$ cat src/rtl/output_port_arbiter.sv
// Wormhole round-robin arbiter and credit controller for one mesh-router output port.
// Define OUTPUT_PORT_ARB_PKT_CNT_EN to add the pkt_cnt output and a grant trace.
module output_port_arbiter #(
  parameter int FLIT_W    = 8,
  parameter int BUF_DEPTH = 4,
  parameter int CRED_W    = 3
) (
  input  logic                clk,
  input  logic                rst,
  input  logic [4:0]          req,
  input  logic [4:0]          in_valid,
  input  logic [5*FLIT_W-1:0] in_data,
  output logic [4:0]          in_ready,
  output logic                out_valid,
  output logic [FLIT_W-1:0]   out_data,
  output logic [4:0]          grant,
  input  logic                credit_in,
  output logic [CRED_W-1:0]   credits,
`ifdef OUTPUT_PORT_ARB_PKT_CNT_EN
  output logic [15:0]         pkt_cnt,
`endif
  output logic                credit_err
);

  // state   | meaning
  // S_IDLE  | no owner; arbitrating among eligible header/single flits
  // S_GRANT | grant_q owns the port until its tail or single flit transfers
  typedef enum logic {S_IDLE = 1'b0, S_GRANT = 1'b1} state_t;

  localparam int NPORT = 5;
  localparam logic [CRED_W-1:0] CRED_MAX = CRED_W'(BUF_DEPTH);
  localparam logic [CRED_W-1:0] CRED_ONE = CRED_W'(1);

  state_t              state_q, state_d;
  logic [4:0]          grant_q, grant_d;
  logic [2:0]          rr_ptr_q, rr_ptr_d;
  logic [CRED_W-1:0]   credits_q, credits_d;
  logic                out_valid_q, out_valid_d;
  logic [FLIT_W-1:0]   out_data_q, out_data_d;
  logic                credit_err_q, credit_err_d;

  logic [FLIT_W-1:0]   flit [NPORT];
  logic [NPORT-1:0]    eligible;
  logic [2:0]          cand;
  logic [2:0]          sel_idx;
  logic                sel_vld;
  logic [2:0]          own_idx;
  logic [FLIT_W-1:0]   own_flit;
  logic                own_tail;
  logic                xfer;

  // Header (10) and single (11) flits both have the type MSB set.
  for (genvar gi = 0; gi < NPORT; gi++) begin : g_port
    assign flit[gi]     = in_data[gi*FLIT_W +: FLIT_W];
    assign eligible[gi] = req[gi] & in_valid[gi] & flit[gi][FLIT_W-1];
  end

  // Scan farthest offset first so the nearest eligible port after rr_ptr wins.
  always_comb begin
    sel_idx = '0;
    sel_vld = 1'b0;
    cand    = '0;
    for (int k = NPORT; k >= 1; k--) begin
      cand = 3'((32'(rr_ptr_q) + k) % NPORT);
      if (eligible[cand]) begin
        sel_idx = cand;
        sel_vld = 1'b1;
      end
    end
  end

  always_comb begin
    own_idx = '0;
    for (int i = 0; i < NPORT; i++) begin
      if (grant_q[i]) own_idx = 3'(i);
    end
  end

  assign own_flit = flit[own_idx];
  assign own_tail = own_flit[FLIT_W-2];
  assign xfer     = |(in_valid & in_ready);

  always_ff @(posedge clk) begin
    if (!rst) begin
      state_q  <= S_IDLE;
      grant_q  <= '0;
      rr_ptr_q <= 3'd4;
    end else begin
      state_q  <= state_d;
      grant_q  <= grant_d;
      rr_ptr_q <= rr_ptr_d;
    end
  end

  always_comb begin
    state_d  = state_q;
    grant_d  = grant_q;
    rr_ptr_d = rr_ptr_q;
    case (state_q)
      S_IDLE: begin
        if (sel_vld) begin
          state_d = S_GRANT;
          grant_d = 5'b00001 << sel_idx;
        end
      end
      S_GRANT: begin
        if (xfer && own_tail) begin
          state_d  = S_IDLE;
          grant_d  = '0;
          rr_ptr_d = own_idx;
        end
      end
      default: state_d = S_IDLE;
    endcase
  end

  always_comb begin
    in_ready = '0;
    if (state_q == S_GRANT && credits_q != '0) in_ready = grant_q;
  end

  // A simultaneous transfer and credit return cancel, even at full credit.
  always_comb begin
    out_valid_d  = xfer;
    out_data_d   = xfer ? own_flit : out_data_q;
    credits_d    = credits_q;
    credit_err_d = credit_err_q;
    unique case ({xfer, credit_in})
      2'b10: credits_d = credits_q - CRED_ONE;
      2'b01: begin
        if (credits_q == CRED_MAX) credit_err_d = 1'b1;
        else                       credits_d    = credits_q + CRED_ONE;
      end
      default: ;
    endcase
  end

  always_ff @(posedge clk) begin
    if (!rst) begin
      credits_q    <= CRED_MAX;
      out_valid_q  <= 1'b0;
      out_data_q   <= '0;
      credit_err_q <= 1'b0;
    end else begin
      credits_q    <= credits_d;
      out_valid_q  <= out_valid_d;
      out_data_q   <= out_data_d;
      credit_err_q <= credit_err_d;
    end
  end

`ifdef OUTPUT_PORT_ARB_PKT_CNT_EN
  logic [15:0] pkt_cnt_q, pkt_cnt_d;

  assign pkt_cnt_d = (xfer && own_tail) ? pkt_cnt_q + 16'd1 : pkt_cnt_q;

  always_ff @(posedge clk) begin
    if (!rst) begin
      pkt_cnt_q <= '0;
    end else begin
      pkt_cnt_q <= pkt_cnt_d;
      if (state_q == S_IDLE && sel_vld)
        $display("output_port_arbiter: grant to port %0d", sel_idx);
    end
  end

  assign pkt_cnt = pkt_cnt_q;
`endif

  assign grant      = grant_q;
  assign credits    = credits_q;
  assign out_valid  = out_valid_q;
  assign out_data   = out_data_q;
  assign credit_err = credit_err_q;

endmodule

$ cat config.mk
export PLATFORM = sky130hd
export DESIGN_NAME = output_port_arbiter
export DESIGN_NICKNAME = d
export VERILOG_FILES = /design/src/rtl/output_port_arbiter.sv
export SDC_FILE = /design/constraint.sdc
export NUM_CORES = 1
export LEC_CHECK = 0
export ABC_CLOCK_PERIOD_IN_PS = 5250
export CORE_ASPECT_RATIO = 1.25
export CORE_MARGIN = 1.5
export CORE_UTILIZATION = 33
export DETAILED_ROUTE_END_ITERATION = 8
export PLACE_DENSITY = 0.69
export SLEW_MARGIN = 20
export SYNTH_ARGS = -nofsm -noshare
export SYNTH_HDL_FRONTEND = slang
export SYNTH_SLANG_ARGS = --single-unit
$ cat constraint.sdc
create_clock -name clk -period 5.25 [get_ports clk]
set_input_delay 1.05 -clock clk [delete_from_list [all_inputs] [get_ports clk]]
set_output_delay 1.05 -clock clk [all_outputs]
set_load 0.02 [all_outputs]
==> results of run 1 <==
-- kinds of logic after synthesis --
| kind of cell | count (synthesis) | synth area share |
|---|---|---|
| buffers and inverters | 48 | 0.0619 |
| muxes | 34 | 0.122 |
| and+or+nand+nor | 145 | 0.245 |
| AOI/OAI and AO/OA | 124 | 0.283 |
| DFF | 22 | 0.135 |
| adders and majority gates | 30 | 0.120 |
| xor gates and xnor gates | 10 | 0.0327 |
-- metrics by stage --
stage	hold WS, ns	cells
3_5_place_dp	0.453	597
2_1_floorplan	0.494	413
6_report	0.473	601
4_1_cts	0.479	601
3_3_place_gp	0.459	597
5_1_grt	0.492	601
-- power by group --
| part | total [mW] | internal [mW] | leakage [nW] | switching (mW) |
|---|---|---|---|---|
| registers | 0.216 | 0.188 | 0.179 | 0.0278 |
| clock network | 0.182 | 0.117 | 0.0442 | 0.0655 |
| logic | 0.333 | 0.165 | 1.35 | 0.168 |
| total | 0.730 | 0.469 | 1.58 | 0.261 |
-- synth_stat cells, drive strengths merged, types with 3 or more instances --
library cell	n
nor2	33
a21boi	5
ha	28
mux2	3
and3	9
inv	23
xor2	3
a21oi	28
nand2	23
o21ai	16
o32ai	4
nand4b	5
o31a	3
a221o	3
o211ai	7
a21o	3
a211oi	6
a22oi	4
xnor2	7
o21a	3
nor2b	12
o22ai	8
clkbuf	15
nor3	4
mux2i	28
or4	4
nor3b	3
or3	3
mux4	3
nand4	7
and2	10
dfxtp	22
nand3	19
o311ai	6
a31oi	5
buf	9
-- per-layer routing --
layer | routed length, µm | GRT usage | vias up
met2 | 4940 | 0.354 | 151
met4 | 570 | 0.121 | 0
li1 | - | - | 1690
met1 | 3860 | 0.211 | 1621
met5 | 0 | 0 | -
met3 | 640 | 0.0280 | 39
-- flip-flops by register name, indices dropped and copies added (netlist names) --
signal / flops
credit_err: 1
credits: 3
grant: 5
out_data: 8
out_valid: 1
rr_ptr_q: 3
state_q: 1
-- critical path: stages (launching register included) --
cell	delay, ns
dfxtp_1	0.54
inv_2	0.07
buf_4	0.22
ha_1	0.37
ha_1	0.26
or3_1	0.34
a22o_1	0.30
xnor2_1	0.29
ha_1	0.26
inv_1	0.07
o221ai_1	0.44
a41oi_1	0.19
a32oi_1	0.24
o21ai_0	0.17
o311ai_0	0.49
a32oi_1	0.22
o32ai_1	0.29
-- how the worst max path moves through the flow --
| stage | to | cells after the start | slack (ns) |
|---|---|---|---|
| floorplan | grant[0] | 21 | 0.38 |
| global placement | grant[3] | 15 | 0.71 |
| detailed placement | grant[0] | 18 | 0.40 |
| CTS | grant[0] | 18 | 0.38 |
| global route | grant[0] | 18 | -0.05 |
| finish | grant[3] | 16 | 0.41 |
-- final cells by class --
class,count,area (µm²)
Clock buffer,4,88.8
Fill cell,998,5400
Inverter,24,90.1
Multi-Input combinational cell,343,2630
Sequential cell,22,440
Tap cell,126,158
Timing Repair Buffer,82,803
-- what timing repair did --
| item | in CTS | in global routing |
|---|---|---|
| endpoints found under the setup margin | 0 | 4 |
| gates resized for setup | 0 | 4 |
| setup buffers | 0 | 0 |
==> reports/results.txt, run 1 <==
Critical Path Source - rr_ptr_q[0]
# rows - 40
Global-route wire length before repair - 16500 µm
TritonCTS clock tree - done
Hold WC Path Type - flop to flop
Clock Tree Root - clkbuf_16
Post-detail-place hpwl - 8130 µm
Total Nets Final - 559
Most common cell after layout, fill and taps aside - clkdlybuf4s50_1
Pre-CTS setup slack - 0.402 ns
IO buf count - 75
R2R setup slack - 0.41 ns
Num ports - 76
Largest net degree at the start of global routing - 30
Leakage - 1.58 nW
Synthesized area per cell - 7.88 µm²
Worst Clk Skew - 0.00340 ns
Routed WL - 10000 µm
Ranking of synthesized cells by area - dfxtp_1, ha_1, mux2i_1, a21oi_1, nor2_1
Final Instance Area - 4210 µm²
Power Dens Cells - 173 nW/µm²
Post-Syn Nets - 496
Final count of hold timing violations - 0
Arrival time at the worst endpoint - 5.02 ns
Fin crit period - 4.84 ns
Drt pass-1 iters - 4
Antenna violations before repair - 0
ANT cells - 0
Yosys warnings - 0
Vias - 3501
Fin util - 0.438
Top cell type's share of synthesized area - 0.135
DRT iter0 DRCs - 257
Slew margin rel. - 0.546
Die span in x - 91.8 µm
Worst Hold End - credit_err
Placement Cell Area - 4100 µm²
Required time of the critical path - 5.42 ns
Finish-stage setup viols - 0
Routed Antenna Nets - 0
Yosys top cell by area - dfxtp_1
Post-synth EDFFs - 0
Num CTS Buffers - 3
Clock tree buffer depth - 2
Mapped Cells - 413
Sum Neg Setup Slack - 0 ns
Final setup margin - 0.405 ns
Hold Path Cell Cnt - 1
WL per Instance - 16.7 µm
Die area - 10500 µm²
CP Launch Type - flop
Reg2reg end - grant[3]
Worst Max-Slew Pin Slew - 0.680 ns
Synthesized area - 3250 µm²
Vias in the first global route - 3505
Yosys reg bits - 22
Syn-to-layout area delta - 29.5%
Worst R2R Path Depth - 16
Via density - 5.83
Status - complete, no violations
Later-pin clock latency in the skew report - 0.26 ns
Slew Limit Fails - 0
Die height - 114 µm
MaxCap Viol Count - 0
Remaining DRCs - 0
H-tree depth - 1
CP endpoint kind - flop
CTS sink cnt - 22
Main flop type after synthesis - dfxtp_1
Most frequent cells in the layout - clkdlybuf4s50_1, nor2_1, a21oi_1, ha_1, mux2i_1
Path type of the worst setup path - flop to flop
Clock-pin slew on the worst setup and hold paths - 0.06 ns
Final period util - 0.923
Grt ovf - 0
CP max FO - 17
Netlist cell types - 79
Hold_sp - credit_err
CORE AREA - 9610 µm²
GRT Total Usage - 0.194
Maximum ir drop on the vdd rail - 0.148 mV
Share of layout cells above drive strength 1 - 0.0842
Gpl congestion - 0.901
Hold_buf cts - 0
Total power - 0.730 mW
Initial Util - 0.339
Sequential area share after synthesis - 0.135
Worst r2r src - rr_ptr_q[0]
Async SR Flop Fraction - 0
Max Fclk - 206 MHz
(Power assumes the default switching activity.)
==> inputs of run 2 (changes only) <==
--- a/config.mk
+++ b/config.mk
@@ -6,7 +6,7 @@
 export NUM_CORES = 1
 export LEC_CHECK = 0
 export ABC_CLOCK_PERIOD_IN_PS = 5250
-export CORE_ASPECT_RATIO = 1.25
+export CORE_ASPECT_RATIO = 0.9
 export CORE_MARGIN = 1.5
 export CORE_UTILIZATION = 33
 export DETAILED_ROUTE_END_ITERATION = 8
==> run 2 against run 1 <==
Against the previous run:
- combinational power about the same
- core utilization down 0.30 points
- design area down 0.62%
- register-to-register slack better by 0.10 ns
- routed wire length up 2.2%
- worst hold slack better by 0.012 ns
- via count down 1.2%
- setup slack better by 0.10 ns
- sequential power about the same
- critical path type unchanged
==> reports/results.txt, run 2 (synthesized netlist as in run 1, its figures left out) <==
Status - complete, no violations
Num CTS Buffers - 3 (unchanged)
DRT iter0 DRCs - 262 (+1.9%)
Vias - 3458 (-1.2%)
Most frequent cells in the layout - clkdlybuf4s50_1, nor2_1, a21oi_1, ha_1, mux2i_1
Maximum ir drop on the vdd rail - 0.113 mV (-24%)
Worst r2r src - rr_ptr_q[2]
Vias in the first global route - 3357 (-4.2%)
Comb power frac - 0.491 (+0.035)
IO buf count - 75 (unchanged)
Share of layout cells above drive strength 1 - 0.0842 (unchanged)
Power Internal - 0.418 mW (-11%)
Slew Limit Fails - 0 (unchanged)
MaxCap Viol Count - 0 (unchanged)
Later-pin clock latency in the skew report - 0.27 ns (about the same)
GRT Total Usage - 0.194 (-0.000244)
Drt pass-1 iters - 5 (+1)
Path type of the worst setup path - flop to flop
Remaining DRCs - 0 (unchanged)
Hold_sp - credit_err
Clock-pin slew on the worst setup and hold paths - 0.09 ns (+0.03 ns)
Slew margin rel. - 0.448 (-0.0977)
CORE AREA - 9610 µm² (about the same)
Hold WC Path Type - flop to flop
Routed WL - 10200 µm (+2.2%)
H-tree depth - 1 (unchanged)
Sw power - 0.259 mW (-0.86%)
Fin util - 0.435 (-0.00296)
CTS sink cnt - 22 (unchanged)
Unrepaired setup endpoints after global routing - false
ANT cells - 0 (unchanged)
Grt ovf - 0 (unchanged)
Clock Tree Root - clkbuf_8
Met1 Routed Length - 4750 µm (+23%)
Layout fillers - 981 (-1.7%)
Die area - 10500 µm² (about the same)
Die height - 97.2 µm (-15%)
Gpl congestion - 0.900 (-0.17%)
Sw Ratio - 0.382 (+0.0250)
Reg power frac - 0.321 (+0.026)
Clock power share - 0.188 (-0.061)
Post-detail-place hpwl - 8090 µm (-0.47%)
Routed Antenna Nets - 0 (unchanged)
Met3 Wirelength - 378 µm (-41%)
CP max FO - 12 (-5)
Fin cells - 601 (unchanged)
Fin crit period - 4.74 ns (-0.101 ns)
Initial Util - 0.338 (about the same)
# rows - 34 (-15%)
Arrival time at the worst endpoint - 4.92 ns (-0.10 ns)
Routed wl met2 - 4940 µm (+0.10%)
Global-route wire length before repair - 16600 µm (+1.0%)
Worst Clk Skew - 0.00208 ns (-0.00132 ns)
Final count of hold timing violations - 0 (unchanged)
CP endpoint kind - flop
Most common cell after layout, fill and taps aside - clkdlybuf4s50_1
Max reg flops - 8 (unchanged)
CP Launch Type - flop
Via density - 5.75 (-1.2%)
Total Nets Final - 559 (unchanged)
Syn-to-layout area delta - 28.7%
Placed Instances - 596 (-0.17%)
Leakage - 1.56 nW (-1.1%)
Die span in x - 108 µm (+17%)
Worst Max-Slew Pin Slew - 0.822 ns (+0.142 ns)
Hold_buf cts - 0 (unchanged)
Clock tree buffer depth - 2 (unchanged)
Sum Neg Setup Slack - 0 ns (unchanged)
Antenna violations before repair - 0 (unchanged)
Power Dens Cells - 162 nW/µm² (-6.8%)
Total power - 0.677 mW (-7.3%)
Largest net degree at the start of global routing - 30 (unchanged)
Max Fclk - 211 MHz (+2.1%)
Finish-stage setup viols - 0 (unchanged)
Uppermost layer routed - met4
TritonCTS clock tree - done
Final period util - 0.904 (-0.0193)
Required time of the critical path - 5.43 ns (about the same)
WL per Instance - 17.0 µm (+2.2%)
Num ports - 76 (unchanged)
Critical Path Source - rr_ptr_q[2]
==> run 2: cell count changes in the layout (fill, tap and decap cells not counted) <==
cell       previous run  this run
clkbuf_8              1         4
o221ai_1              1         0
clkbuf_16             3         0
o221ai_2              0         1
a211oi_4              0         1
nor4bb_2              1         0
nor4bb_1              1         2
a211oi_2              3         2
==> run 2: cell type report <==
type / instances / area [µm²] / share of cell area
timing repair buffer: 82 / 803 / 0.192
clock buffer: 4 / 55.1 / 0.0132
tap: 126 / 158 / 0.0377
inverter: 24 / 90.1 / 0.0215
multi-input combinational: 343 / 2640 / 0.631
sequential: 22 / 440 / 0.105
==> run 2: what timing repair did <==
| action | 4_1_cts | 5_1_grt |
|---|---|---|
| buffers inserted | 0 | 1 |
| resized for setup | 0 | 5 |
| setup endpoints to repair | 0 | 5 |
==> run 2: worst max-delay path, stage by stage, from the launching register on <==
cell and delay, ns:
dfxtp_1 0.75, inv_1 0.22, ha_1 0.44, o21ai_1 0.31, nand2_1 0.14, xnor2_1 0.26, ha_1 0.21, fa_1 0.21
nand4_1 0.36, o31a_1 0.41, o31a_1 0.28, nor4b_2 0.19, a31oi_1 0.37, nand3_1 0.21, o32ai_1 0.30
==> run 2: final timing paths <==
check / endpoint / slack, ns / cells past startpoint
worst max register to register: grant[3] / 0.51 / 14
worst min register to register: credit_err / 0.48 / 1
worst min-delay path: credit_err / 0.48 / 1
worst max-delay path: grant[3] / 0.51 / 14
==> run 2: stage by stage <==
step	setup slack [ns]	hold slack, ns	area [µm²]
floorplan	0.379	0.494	3250
finish	0.506	0.485	4190
global route	0.0238	0.501	4190
global placement	0.605	0.447	4100
CTS	0.414	0.486	4150
detailed placement	0.459	0.462	4100
==> run 2: per-layer routing <==
metal  vias up  track usage
li1       1686            -
met1      1656        0.268
met2       100        0.329
met3        16       0.0148
met4         0       0.0415
met5         -            0
==> run 2: power by group through the flow <==
stage	Combinational, mW	Clock (mW)	Sequential, mW
after floorplan	0.188	0	0.231
after CTS	0.326	0.130	0.217
after detailed placement	0.324	0	0.221
after global placement	0.320	0	0.220
final	0.332	0.127	0.218
after global routing	0.363	0.134	0.221
==> inputs of run 3 (changes only) <==
--- a/config.mk
+++ b/config.mk
@@ -8,10 +8,11 @@
 export ABC_CLOCK_PERIOD_IN_PS = 5250
 export CORE_ASPECT_RATIO = 0.9
 export CORE_MARGIN = 1.5
-export CORE_UTILIZATION = 33
+export CORE_UTILIZATION = 37
 export DETAILED_ROUTE_END_ITERATION = 8
-export PLACE_DENSITY = 0.69
+export PLACE_DENSITY = 0.75
 export SLEW_MARGIN = 20
 export SYNTH_ARGS = -nofsm -noshare
 export SYNTH_HDL_FRONTEND = slang
 export SYNTH_SLANG_ARGS = --single-unit
+export TNS_END_PERCENT = 30
==> run 3 against run 2 <==
Against the previous run:
- power decreased by 3.6%
- clock skew increased by 0.0018 ns
- sequential share of layout area increased by 0.095 points
- core utilization increased by 4.9 points
- critical path type unchanged
- critical path depth increased by 1
- maximum frequency decreased by 0.99%
- register-to-register slack got worse by 0.05 ns
- highest routed layer unchanged
==> reports/results.txt, run 3 (synthesized netlist as in run 1, its figures left out) <==
ANT cells - 0 (unchanged)
Max reg flops - 8 (unchanged)
Fin util - 0.484 (+0.0488)
CP max FO - 10 (-2)
Clock Tree Root - clkbuf_8
Fin cells - 591 (-1.7%)
Path type of the worst setup path - flop to flop
Clock tree buffer depth - 2 (unchanged)
MaxCap Viol Count - 0 (unchanged)
Most common cell after layout, fill and taps aside - clkdlybuf4s50_1
Sum Neg Setup Slack - 0 ns (unchanged)
GR Util met3 - 0.0221 (+0.00735)
Met1 Use GR - 0.296 (+0.0276)
Final count of hold timing violations - 0 (unchanged)
Worst Clk Skew - 0.00389 ns (+0.00181 ns)
GR Layer Usage met2 - 0.343 (+0.0140)
Maximum ir drop on the vdd rail - 0.101 mV (-11%)
Num ports - 76 (unchanged)
Num CTS Buffers - 3 (unchanged)
Final period util - 0.913 (+0.00903)
IO buf count - 75 (unchanged)
Clock-pin slew on the worst setup and hold paths - 0.08 ns (about the same)
Total Nets Final - 557 (-0.36%)
Finish-stage setup viols - 0 (unchanged)
GRT Total Usage - 0.210 (+0.0156)
Postcts setup bufs - 0 (unchanged)
Placed Instances - 588 (-1.3%)
Die area - 9360 µm² (-10%)
CP Launch Type - flop
Routed Antenna Nets - 0 (unchanged)
Die height - 92.0 µm (-5.4%)
Share of layout cells above drive strength 1 - 0.0784 (-0.00582)
Max Fclk - 209 MHz (-0.99%)
CP endpoint kind - flop
Gpl congestion - 0.914 (+1.6%)
Routed WL - 10000 µm (-2.2%)
Required time of the critical path - 5.43 ns (about the same)
Vias - 3462 (+0.12%)
WL per Instance - 16.9 µm (-0.53%)
Layout fillers - 841 (-14%)
Largest net degree at the start of global routing - 30 (unchanged)
H-tree depth - 1 (unchanged)
Slew margin rel. - 0.419 (-0.0287)
Fin crit period - 4.79 ns (+0.0474 ns)
Via density - 5.86 (+1.8%)
Grt ovf - 0 (unchanged)
Vias in the first global route - 3248 (-3.2%)
CORE AREA - 8570 µm² (-11%)
Antenna violations before repair - 0 (unchanged)
DRT iter0 DRCs - 188 (-28%)
Unrepaired setup endpoints after global routing - false
Power Dens Cells - 157 nW/µm² (-2.7%)
Post-detail-place hpwl - 7940 µm (-1.8%)
Initial Util - 0.380 (+0.0413)
Remaining DRCs - 0 (unchanged)
Die span in x - 102 µm (-5.4%)
Drt pass-1 iters - 5 (unchanged)
Worst Max-Slew Pin Slew - 0.865 ns (+0.0428 ns)
# rows - 32 (-5.9%)
Most frequent cells in the layout - clkdlybuf4s50_1, nor2_1, a21oi_1, ha_1, mux2i_1
GR peak layer - met2
CTS sink cnt - 22 (unchanged)
Leakage - 1.54 nW (-0.99%)
Arrival time at the worst endpoint - 4.97 ns (+0.05 ns)
TritonCTS clock tree - done
Later-pin clock latency in the skew report - 0.27 ns (about the same)
Status - complete, no violations
Global-route wire length before repair - 15800 µm (-4.9%)
Hold WC Path Type - flop to flop
Slew Limit Fails - 0 (unchanged)
Syn-to-layout area delta - 27.5%
[run 3: worst max-delay path: stages (launching register included)]
cell      delay (ns)
dfxtp_1         0.46
inv_1           0.26
ha_1            0.45
ha_1            0.30
or3_1           0.34
a22o_1          0.30
xnor2_1         0.27
ha_1            0.25
inv_1           0.07
o221ai_2        0.34
nand4_1         0.14
a32oi_1         0.31
o21ai_0         0.21
o311ai_0        0.49
a32oi_1         0.22
o32ai_1         0.29
[run 3: through the flow]
step	total power [mW]	area [µm²]	hold slack [ns]	setup WS (ns)
6_report	0.652	4150	0.485	0.459
4_1_cts	0.650	4120	0.489	0.270
3_3_place_gp	0.538	4080	0.449	0.495
2_1_floorplan	0.419	3250	0.494	0.379
3_5_place_dp	0.543	4080	0.459	0.312
5_1_grt	0.698	4150	0.501	0.0117
[run 3: timing repair]
item,4_1_cts,5_1_grt
hold buffers,0,0
gates resized for setup,0,5
endpoints found under the setup margin,0,4
[run 3: final timing paths]
kind | start | end | slack, ns | depth (start not counted)
worst max-delay path | rr_ptr_q[1] | grant[3] | 0.46 | 15
worst min-delay path | credit_err | credit_err | 0.49 | 1
worst max register to register | rr_ptr_q[1] | grant[3] | 0.46 | 15
worst min register to register | credit_err | credit_err | 0.49 | 1
[run 3: layer usage]
layer / wire, µm / up-vias
li1: - / 1678
met4: 169 / 0
met2: 4790 / 101
met1: 4550 / 1665
met5: 0 / -
met3: 497 / 18
[run 3: area by class of cell]
| type | count | area [µm²] | area share |
|---|---|---|---|
| Multi-Input combinational cell | 343 | 2640 | 0.636 |
| Inverter | 24 | 90.1 | 0.0217 |
| Tap cell | 119 | 149 | 0.0359 |
| Sequential cell | 22 | 440 | 0.106 |
| Timing Repair Buffer | 80 | 788 | 0.190 |
| Clock buffer | 3 | 41.3 | 0.00995 |
[run 3: power breakdown]
| group | switching (mW) | internal, mW | total [mW] |
|---|---|---|---|
| clock network | 0.0552 | 0.0513 | 0.107 |
| logic | 0.168 | 0.162 | 0.331 |
| registers | 0.0276 | 0.187 | 0.215 |
